<file path="config.mk">
export PLATFORM = sky130hd
export DESIGN_NAME = mod_exp_param
export DESIGN_NICKNAME = d
export VERILOG_FILES = /design/src/rtl/mod_exp_param.sv
export SDC_FILE = /design/constraint.sdc
export NUM_CORES = 1
export LEC_CHECK = 0
export CAP_MARGIN = 10
export CORE_MARGIN = 1.5
export CORE_UTILIZATION = 41
export CTS_CLUSTER_DIAMETER = 40
export DETAILED_ROUTE_END_ITERATION = 16
export PLACE_DENSITY = 0.73
export SLEW_MARGIN = 10
export SYNTH_ARGS = -nofsm -noshare
export SYNTH_HDL_FRONTEND = slang
export SYNTH_SLANG_ARGS = --single-unit
</file>
<file path="constraint.sdc">
create_clock -name clk -period 10 [get_ports clk]
set_input_delay 3 -clock clk [delete_from_list [all_inputs] [get_ports clk]]
set_output_delay 3 -clock clk [all_outputs]
set_load 0.01 [all_outputs]
</file>
<file path="src/rtl/mod_exp_param.sv">
// rtl/mod_exp_param.sv - Montgomery modular exponentiation engine; MOD_EXP_CONST_TIME_EN selects constant-time exponent scan
module mod_exp_param #(
  parameter int WIDTH     = 32,
  parameter int EXP_WIDTH = 32
) (
  input  logic                 clk,
  input  logic                 rst,
  input  logic                 start,
  input  logic [7:0]           len,
  input  logic [WIDTH-1:0]     base,
  input  logic [EXP_WIDTH-1:0] exponent,
  input  logic [WIDTH-1:0]     modulus,
  input  logic [WIDTH-1:0]     r2,
  output logic                 busy,
  output logic                 done,
  output logic                 err,
  output logic [WIDTH-1:0]     result
);

  localparam int EIW = (EXP_WIDTH > 1) ? $clog2(EXP_WIDTH) : 1;
  localparam logic [WIDTH-1:0]     ONE   = WIDTH'(1);
  localparam logic [EXP_WIDTH-1:0] ONE_E = EXP_WIDTH'(1);

  typedef enum logic [2:0] {
    IDLE,
    PRE_B,
    PRE_X,
    SQR,
    MUL,
    POST,
    DONE
  } state_t;

  state_t state;
  state_t state_n;

  // Operands captured on accept
  logic [7:0]           len_r;
  logic [WIDTH-1:0]     base_r;
  logic [EXP_WIDTH-1:0] exp_r;
  logic [WIDTH-1:0]     mod_r;
  logic [WIDTH-1:0]     r2_r;

  // Montgomery-domain base and running value
  logic [WIDTH-1:0]     b_r;
  logic [WIDTH-1:0]     x_r;

  // Shared multiplier state; two extra bits keep T < 4N without overflow
  logic [WIDTH+1:0]     mm_t;
  logic [7:0]           mm_cnt;
  logic [EIW-1:0]       exp_idx;

  logic [WIDTH-1:0]     op_a;
  logic [WIDTH-1:0]     op_b;
  logic                 a_bit;
  logic                 exp_bit;
  logic                 idx_zero;
  logic                 mm_last;
  logic                 param_err;
  logic [WIDTH+1:0]     t_add;
  logic [WIDTH+1:0]     t_sum;
  logic [WIDTH+1:0]     t_iter;
  logic                 t_ge;
  logic [WIDTH-1:0]     prod;

  assign param_err = ~modulus[0] | (len == 8'd0) | (int'(len) > WIDTH);
  assign mm_last   = (mm_cnt == len_r);
  assign idx_zero  = (exp_idx == '0);
  assign exp_bit   = |(exp_r & (ONE_E << exp_idx));
  assign a_bit     = |(op_a & (ONE << mm_cnt));

  // One radix-2 step: add a_i*b, make even by adding N, halve
  assign t_add  = mm_t + (a_bit ? {2'b00, op_b} : '0);
  assign t_sum  = t_add + (t_add[0] ? {2'b00, mod_r} : '0);
  assign t_iter = t_sum >> 1;

  // Final conditional subtract; the result is below N so the low WIDTH bits suffice
  assign t_ge = (mm_t >= {2'b00, mod_r});
  assign prod = mm_t[WIDTH-1:0] - (t_ge ? mod_r : '0);

  // Route the multiplier operands according to the current phase
  always_comb begin
    op_a = '0;
    op_b = '0;
    case (state)
      PRE_B: begin
        op_a = base_r;
        op_b = r2_r;
      end
      PRE_X: begin
        op_a = ONE;
        op_b = r2_r;
      end
      SQR: begin
        op_a = x_r;
        op_b = x_r;
      end
      MUL: begin
        op_a = x_r;
        op_b = b_r;
      end
      POST: begin
        op_a = x_r;
        op_b = ONE;
      end
      default: begin
        op_a = '0;
        op_b = '0;
      end
    endcase
  end

  // State register
  always_ff @(posedge clk) begin
    if (rst) begin
      state <= IDLE;
    end else begin
      state <= state_n;
    end
  end

  // Next-state and status outputs; each MM phase advances only on its final-subtract cycle
  always_comb begin
    state_n = state;
    busy    = 1'b0;
    done    = 1'b0;
    case (state)
      IDLE: begin
        if (start) begin
          state_n = param_err ? DONE : PRE_B;
        end
      end
      PRE_B: begin
        busy = 1'b1;
        if (mm_last) state_n = PRE_X;
      end
      PRE_X: begin
        busy = 1'b1;
        if (mm_last) state_n = SQR;
      end
      SQR: begin
        busy = 1'b1;
        if (mm_last) begin
`ifdef MOD_EXP_CONST_TIME_EN
          state_n = MUL;
`else
          if (exp_bit) begin
            state_n = MUL;
          end else if (idx_zero) begin
            state_n = POST;
          end else begin
            state_n = SQR;
          end
`endif
        end
      end
      MUL: begin
        busy = 1'b1;
        if (mm_last) state_n = idx_zero ? POST : SQR;
      end
      POST: begin
        busy = 1'b1;
        if (mm_last) state_n = DONE;
      end
      DONE: begin
        done    = 1'b1;
        state_n = IDLE;
      end
      default: begin
        state_n = IDLE;
      end
    endcase
  end

  // Operand capture, multiplier accumulator and result write-back
  always_ff @(posedge clk) begin
    if (rst) begin
      len_r   <= '0;
      base_r  <= '0;
      exp_r   <= '0;
      mod_r   <= '0;
      r2_r    <= '0;
      b_r     <= '0;
      x_r     <= '0;
      mm_t    <= '0;
      mm_cnt  <= '0;
      exp_idx <= '0;
      err     <= 1'b0;
      result  <= '0;
    end else if (state == IDLE) begin
      if (start) begin
        if (param_err) begin
          err    <= 1'b1;
          result <= '0;
        end else begin
          err     <= 1'b0;
          len_r   <= len;
          base_r  <= base;
          exp_r   <= exponent;
          mod_r   <= modulus;
          r2_r    <= r2;
          mm_t    <= '0;
          mm_cnt  <= '0;
          exp_idx <= EIW'(EXP_WIDTH - 1);
        end
      end
    end else if (state != DONE) begin
      if (!mm_last) begin
        mm_t   <= t_iter;
        mm_cnt <= mm_cnt + 8'd1;
      end else begin
        mm_t   <= '0;
        mm_cnt <= '0;
        case (state)
          PRE_B: b_r <= prod;
          PRE_X: x_r <= prod;
          SQR: begin
            x_r <= prod;
            if (state_n == SQR) exp_idx <= exp_idx - EIW'(1);
          end
          MUL: begin
            // A zero bit in constant-time mode still runs MUL but keeps X
            if (exp_bit) x_r <= prod;
            if (!idx_zero) exp_idx <= exp_idx - EIW'(1);
          end
          POST: result <= prod;
          default: begin
          end
        endcase
      end
    end
  end

endmodule

</file>
==> summary.md, run 1 <==
| Metric | Value |
|---|---|
| Final core occ | 0.502 |
| Via-per-instance ratio | 5.68 |
| Clk pwr share | 0.424 |
| Status | completed |
| Final Skew | 0.0348 ns |
| Root Buffer | clkbuf_16 |
| Internal | 2.46 mW |
| CP required | 10.43 ns |
| Rows | 75 |
| Final Max Tran Viols | 0 |
| Maxcap violations | 0 |
| R2R Setup Slk | 1.96 ns |
| Antenna Nets Post-Route | 0 |
| Top cells by area in the synthesized netlist | dfxtp_1 (32%), nand2_1 (9.6%), ha_1 (9.4%), a21oi_1 (7.8%), nor2_1 (3.2%) |
| Buf+Inv Stages, Crit Path | 1 |
| Static leakage | 8.27 nW |
| First-pass GRT wire length | 86.0 mm |
| Sequential power share | 0.343 |
| Delay-heaviest family, CP | simple AND/OR/NAND/NOR gates |
| Number of synthesized register bits | 282 |
| Syn_area_per_cell | 7.77 µm² |
| Number of fill cells in the layout | 3977 |
| Crit-path slowest cell | nor4b_4 |
| Sinks on the clock net | 282 |
| Routability-driven placement congestion ratio | 0.931 |
| Dominant cell type by area after synthesis | dfxtp_1 |
| Post-DP HPWL | 40.1 mm |
| Crit path time final | 8.04 ns |
| Non-Filler Instances | 2940 |
| Sw power | 1.26 mW |
| Hold WC Path Type | reg2reg |
| Vias in the first global route | 16400 |
| Synth cell types | 88 |
| FFs w/ async S/R, synth | 0 |
| Hold Startpoint | b_r[24]$_SDFFE_PP0P_ |
| Initial Util | 0.417 |
| Worst r2r path cells | 32 |
| Antenna cells | 0 |
| Worst Hold Depth | 2 |
| Total track usage | 0.241 |
| Routed Wire Length | 54.0 mm |
| Post-CTS setup buffer count | 0 |
| CTS buffer count | 43 |
| Yosys top cell area share | 0.321 |
| Crit share post-route | 0.804 |
| Fmax | 124 MHz |
| WL/cell | 18.4 µm |
| Worst vdd ir | 0.000135 V |
| Post-placement cell count | 2861 |
| GRT overflow | 0 |
| DR iter-0 viols | 1413 |
| Clk buf depth | 3 |
| Placeable Area | 42100 µm² |
| Pin count of the biggest net entering global routing | 99 |
| Comb power frac | 0.233 |
| Die area | 44100 µm² |
| Critical path class | reg2reg |
| Antenna violations before repair | 0 |
| Synth Warn # | 0 |
| R2R Path Start | mm_cnt[1]$_SDFFE_PP0P_ |
| Proportion of layout cells with a drive suffix above 1 | 0.0608 |
| Startpoint types | register |
| Most frequent cell after synthesis | nand2_1 |
| DIE HEIGHT | 210 µm |
| Placed cell area | 19600 µm² |
| Worst-skew pair later-pin latency | 0.57 ns |
| Setup violators final | 0 |
| Max H-tree Level | 2 |
| Final Hold Fails | 0 |
| I/O Buffers | 173 |
| Hold_buf cts | 0 |
| Post-route cell area | 21200 µm² |
| Clock slew at reported path FFs | 0.06 ns |
| Setup TNS | 0 ns |
| Rel. slew slack | 0.213 |
| Most used DFF post-synth | dfxtp_1 |
| 1st-pass router iterations | 6 |
| EDFF count, synth | 0 |
| Post-Syn Area | 17600 µm² |
| Crit path from | mm_cnt[1]$_SDFFE_PP0P_ |
| Max incr delay on CP | 0.71 ns |
| Post-synth top cells | nand2_1 (451), dfxtp_1 (282), a21oi_1 (274) |
| Gate Count Post-Synth | 2262 |
| Seq/Total Area, Yosys | 0.321 |
| Via count | 16700 |
| Pwr/cell area | 176 nW/µm² |
| Die width | 210 µm |
| Crit-path max FO | 18 |
| Residual DRC count | 0 |
| NumNets Final | 2641 |
| Critical path data arrival time | 8.47 ns |
| Synthesis-to-finish area growth | 20.5% |
| CTS tree | done |
| Crit. End Element | register |
| RSZ-0062 raised after global routing | no |
| I/O pin total | 174 |
| Sw frac | 0.339 |
| Hold EP | b_r[24]$_SDFFE_PP0P_ |
| Worst-margin pin slew | 1.17 ns |
| Syn_nets | 2536 |
| FF-to-FF End | mm_t[31]$_SDFFE_PP0P_ |
| PostCTS Resize Cnt | 0 |
-- layout make-up --
cell class                      count  area, µm²  share of cell area
Tap cell                          539        674              0.0319
Clock inverter                     27        354              0.0167
Clock buffer                       52       1170              0.0553
Sequential cell                   282       5650               0.267
Timing Repair Buffer              190       1860              0.0879
Inverter                           68        255              0.0121
Multi-Input combinational cell   1782      11200               0.529
-- worst reg2reg max path, delay by kind of cell (launching register included) --
family          cells  cell delay, ns
compound gates     13            2.64
xor+xnor            3            0.45
fa+ha+maj           3            0.89
buf+inv             1            0.06
flops               1            0.53
mux                 1            0.20
simple gates       11            3.11
-- routing by layer --
metal,global-route usage,vias up,part of all wire
met5,0,-,0
met4,0.0898,0,0.033
met3,0.0346,116,0.059
met2,0.387,597,0.45
met1,0.328,7777,0.46
li1,-,8198,-
-- registers in the layout (all words and copies together) (netlist names) --
signal	cells
mm_t	33
state	3
b_r	32
mm_cnt	8
x_r	32
mod_r	32
exp_idx	5
exp_r	32
err	1
len_r	8
r2_r	32
base_r	32
result	32
-- cell families (layout without fill, tap and decap cells) --
kind of cell,count (synthesis),after routing,share of synthesized area
compound gates,642,642,0.234
xor+xnor,100,100,0.0499
mux,41,41,0.0293
flops,282,282,0.321
buf+inv,198,337,0.0437
fa+ha+maj,135,135,0.0974
simple gates,864,864,0.225
-- through the flow --
stage | power (mW) | setup WS (ns) | hold WS, ns
6_report | 3.72 | 1.96 | 0.450
5_1_grt | 3.87 | 1.25 | 0.469
4_1_cts | 3.74 | 1.98 | 0.452
3_5_place_dp | 2.15 | 2.02 | 0.444
3_3_place_gp | 2.13 | 2.14 | 0.440
2_1_floorplan | 1.83 | 3.16 | 0.432
-- worst max-delay path by stage --
stage / end / slack, ns / depth (start not counted)
3_3_place_gp: mm_t[31]$_SDFFE_PP0P_ / 2.14 / 32
3_5_place_dp: mm_t[31]$_SDFFE_PP0P_ / 2.02 / 32
6_report: mm_t[31]$_SDFFE_PP0P_ / 1.96 / 32
5_1_grt: mm_t[31]$_SDFFE_PP0P_ / 1.25 / 32
2_1_floorplan: mm_t[31]$_SDFFE_PP0P_ / 3.16 / 32
4_1_cts: mm_t[31]$_SDFFE_PP0P_ / 1.98 / 32
-- placed cells by master (no fill, tap or decap), types with 68 or more instances in the layout --
cell type,instances
nand2_1,451
dfxtp_1,282
a21oi_1,272
clkdlybuf4s50_1,172
nor2_1,148
ha_1,132
o21ai_0,83
a22oi_1,74
and2_1,73
inv_1,68
-- power groups by stage --
stage	clock network [mW]	registers (mW)	logic, mW
5_1_grt	1.65	1.29	0.934
3_5_place_dp	0	1.30	0.854
4_1_cts	1.60	1.28	0.861
2_1_floorplan	0	1.25	0.580
3_3_place_gp	0	1.30	0.838
6_report	1.58	1.28	0.867
Note: power is estimated with default switching activity, not from simulation.
==> run 2: changes to the inputs <==
--- a/config.mk
+++ b/config.mk
@@ -10,7 +10,7 @@
 export CORE_UTILIZATION = 41
 export CTS_CLUSTER_DIAMETER = 40
 export DETAILED_ROUTE_END_ITERATION = 16
-export PLACE_DENSITY = 0.73
+export PLACE_DENSITY = 0.75
 export SLEW_MARGIN = 10
 export SYNTH_ARGS = -nofsm -noshare
 export SYNTH_HDL_FRONTEND = slang
==> constraint.sdc (replaced) <==
create_clock -name clk -period 6.4 [get_ports clk]
set_input_delay 1.92 -clock clk [delete_from_list [all_inputs] [get_ports clk]]
set_output_delay 1.92 -clock clk [all_outputs]
set_load 0.01 [all_outputs]
==> run 2 against run 1 <==
The run now ends with setup timing left. Combinational power is 73% higher. Count of clock-buffer cells in the layout is the same. First-iteration DRC count shrank 9.5%. Clock skew shrank 0.011 ns. Wire length up 4.9%. Largest power group unchanged. Highest routed layer unchanged.
==> summary.md, run 2 (synthesis results as in run 1) <==
| Metric | Value |
|---|---|
| DR iter-0 viols | 1279 (-9.5%) |
| Post-route cell area | 23000 µm² (+8.8%) |
| Worst hold margin | 0.453 ns (+0.00355 ns) |
| Max FFs per register | 33 (unchanged) |
| Max incr delay on CP | 0.51 ns (-0.20 ns) |
| Critical path class | reg2reg |
| Crit-path max FO | 6 (-12) |
| DIE HEIGHT | 210 µm (unchanged) |
| Pin count of the biggest net entering global routing | 112 (+13%) |
| Final Hold Fails | 0 (unchanged) |
| Worst-skew pair later-pin latency | 0.59 ns (+0.02 ns) |
| CTS buffer count | 45 (+4.7%) |
| Clock slew at reported path FFs | 0.05 ns (about the same) |
| Fmax | 147 MHz (+18%) |
| Crit share post-route | 1.07 (+0.262) |
| Sequential power share | 0.330 (-0.013) |
| Proportion of layout cells with a drive suffix above 1 | 0.151 (+0.0907) |
| Register area | 5660 µm² (+0.22%) |
| Crit. End Element | register |
| First-pass GRT wire length | 89.9 mm (+4.4%) |
| I/O Buffers | 173 (unchanged) |
| Clk buf depth | 3 (unchanged) |
| Buf+Inv Stages, Crit Path | 2 (+1) |
| Vias in the first global route | 17200 (+5.2%) |
| Design Power | 5.95 mW (+60%) |
| Antenna cells | 0 (unchanged) |
| Hold_buf cts | 0 (unchanged) |
| Worst Slack Setup Final | -0.420 ns (-2.38 ns) |
| Sinks on the clock net | 282 (unchanged) |
| Worst Hold Depth | 2 (unchanged) |
| Worst-margin pin slew | 1.28 ns (+0.104 ns) |
| Clk pwr share | 0.417 (-0.007) |
| Maxcap violations | 0 (unchanged) |
| Total track usage | 0.252 (+0.0107) |
| WL/cell | 18.1 µm (-1.3%) |
| Commonest non-fill, non-tap cells in the layout | nand2_1 (450), dfxtp_1 (278), a21oi_1 (259) |
| Setup TNS | -2.68 ns (-2.68 ns) |
| Residual DRC count | 0 (unchanged) |
| Worst vdd ir | 0.000320 V (+140%) |
| Failing checks | setup timing |
| CP required | 6.86 ns (-3.57 ns) |
| RSZ-0062 raised after global routing | yes |
| 1st-pass router iterations | 7 (+1) |
| Comb power frac | 0.253 (+0.020) |
| Via count | 17500 (+5.0%) |
| Status | finished with violations |
| Initial Util | 0.417 (unchanged) |
| Startpoint types | register |
| I/O pin total | 174 (unchanged) |
| R2R Setup Slk | -0.42 ns (-2.38 ns) |
| Commonest non-fill, non-tap cell in the layout | nand2_1 |
| Final Skew | 0.0233 ns (-0.0114 ns) |
| Post-DP HPWL | 41.9 mm (+4.7%) |
| Max H-tree Level | 2 (unchanged) |
| Crit path depth | 34 (+6.3%) |
| Post-placement cell count | 3038 (+6.2%) |
| Static leakage | 9.39 nW (+13%) |
| Pwr/cell area | 258 nW/µm² (+47%) |
| Delay-heaviest family, CP | compound AO/OA/AOI/OAI gates |
| Final Max Tran Viols | 0 (unchanged) |
| Rows | 75 (unchanged) |
| Antenna violations before repair | 0 (unchanged) |
| Placeable Area | 42100 µm² (unchanged) |
| NumNets Final | 2832 (+7.2%) |
| Sw power | 2.02 mW (+60%) |
| Critical path data arrival time | 7.28 ns (-1.19 ns) |
| CTS tree | done |
| CP dominant cell by count | a21o_1 |
| Crit-path slowest cell | or4_4 |
| Routed Wire Length | 56.6 mm (+4.9%) |
| Placed cell area | 21100 µm² (+7.4%) |
| Reg with most FFs | mm_t |
| Via-per-instance ratio | 5.60 (-1.3%) |
| Internal | 3.93 mW (+59%) |
| Sw frac | 0.339 (+0.000633) |
| Synthesis-to-finish area growth | 31.1% |
| Worst r2r path cells | 34 (+6.3%) |
| Number of fill cells in the layout | 3843 (-3.4%) |
| GRT overflow | 0 (unchanged) |
| Routability-driven placement congestion ratio | 0.922 (-0.90%) |
| Root Buffer | clkbuf_16 |
| Die width | 210 µm (unchanged) |
| Die area | 44100 µm² (unchanged) |
| Crit path time final | 6.82 ns (-1.22 ns) |
| Rel. slew slack | 0.149 (-0.0640) |
| Footprint of the multi-input gates | 11600 µm² (+3.4%) |
| Hold WC Path Type | reg2reg |
| Antenna Nets Post-Route | 0 (unchanged) |
| Setup violators final | 15 (+15) |
| Non-Filler Instances | 3127 (+6.4%) |
[run 2: per-layer routing]
layer / GRT usage / share of wire / vias up
met3: 0.0447 / 0.067 / 115
met1: 0.335 / 0.45 / 8209
met5: 0 / 0 / -
li1: - / - / 8567
met2: 0.415 / 0.46 / 633
met4: 0.0786 / 0.027 / 0
[run 2: tightest hold or removal path, stage by stage, from the launching register on]
cell and delay (ns):
dfxtp_1 0.30, nand2_1 0.05, a21oi_1 0.05
[run 2: stage by stage]
stage,worst slack (ns),util
6_report,-0.420,0.546
5_1_grt,-0.704,0.546
4_1_cts,-0.424,0.542
3_5_place_dp,-0.594,0.501
3_3_place_gp,-0.476,0.501
2_1_floorplan,-0.0795,-
[run 2: worst paths after layout]
kind | end | from
worst min register to register | exp_r[19]$_SDFFE_PP0P_ | exp_r[19]$_SDFFE_PP0P_
worst max register to register | mm_t[29]$_SDFFE_PP0P_ | mm_cnt[7]$_SDFFE_PP0P_
worst min-delay path | exp_r[19]$_SDFFE_PP0P_ | exp_r[19]$_SDFFE_PP0P_
worst max-delay path | mm_t[29]$_SDFFE_PP0P_ | mm_cnt[7]$_SDFFE_PP0P_
[run 2: power groups by stage]
| stage | Clock, mW | Combinational [mW] | Sequential (mW) |
|---|---|---|---|
| after floorplan | 0 | 0.910 | 1.95 |
| after global placement | 0 | 1.43 | 1.99 |
| after detailed placement | 0 | 1.45 | 2.00 |
| after CTS | 2.51 | 1.46 | 1.96 |
| after global routing | 2.58 | 1.61 | 1.97 |
| final | 2.48 | 1.50 | 1.96 |
[run 2: repair_timing]
item	in CTS	in global routing
gates resized for setup	34	34
buffers inserted	9	7
pin swaps	20	32
endpoints found under the setup margin	17	19
hold endpoints to repair	0	0
[run 2: final cells by class]
type | instances | share of cell area
Clock buffer | 52 | 0.0518
Tap cell | 539 | 0.0293
Timing Repair Buffer | 379 | 0.145
Multi-Input combinational cell | 1782 | 0.503
Clock inverter | 25 | 0.0138
Sequential cell | 282 | 0.246
Inverter | 68 | 0.0111
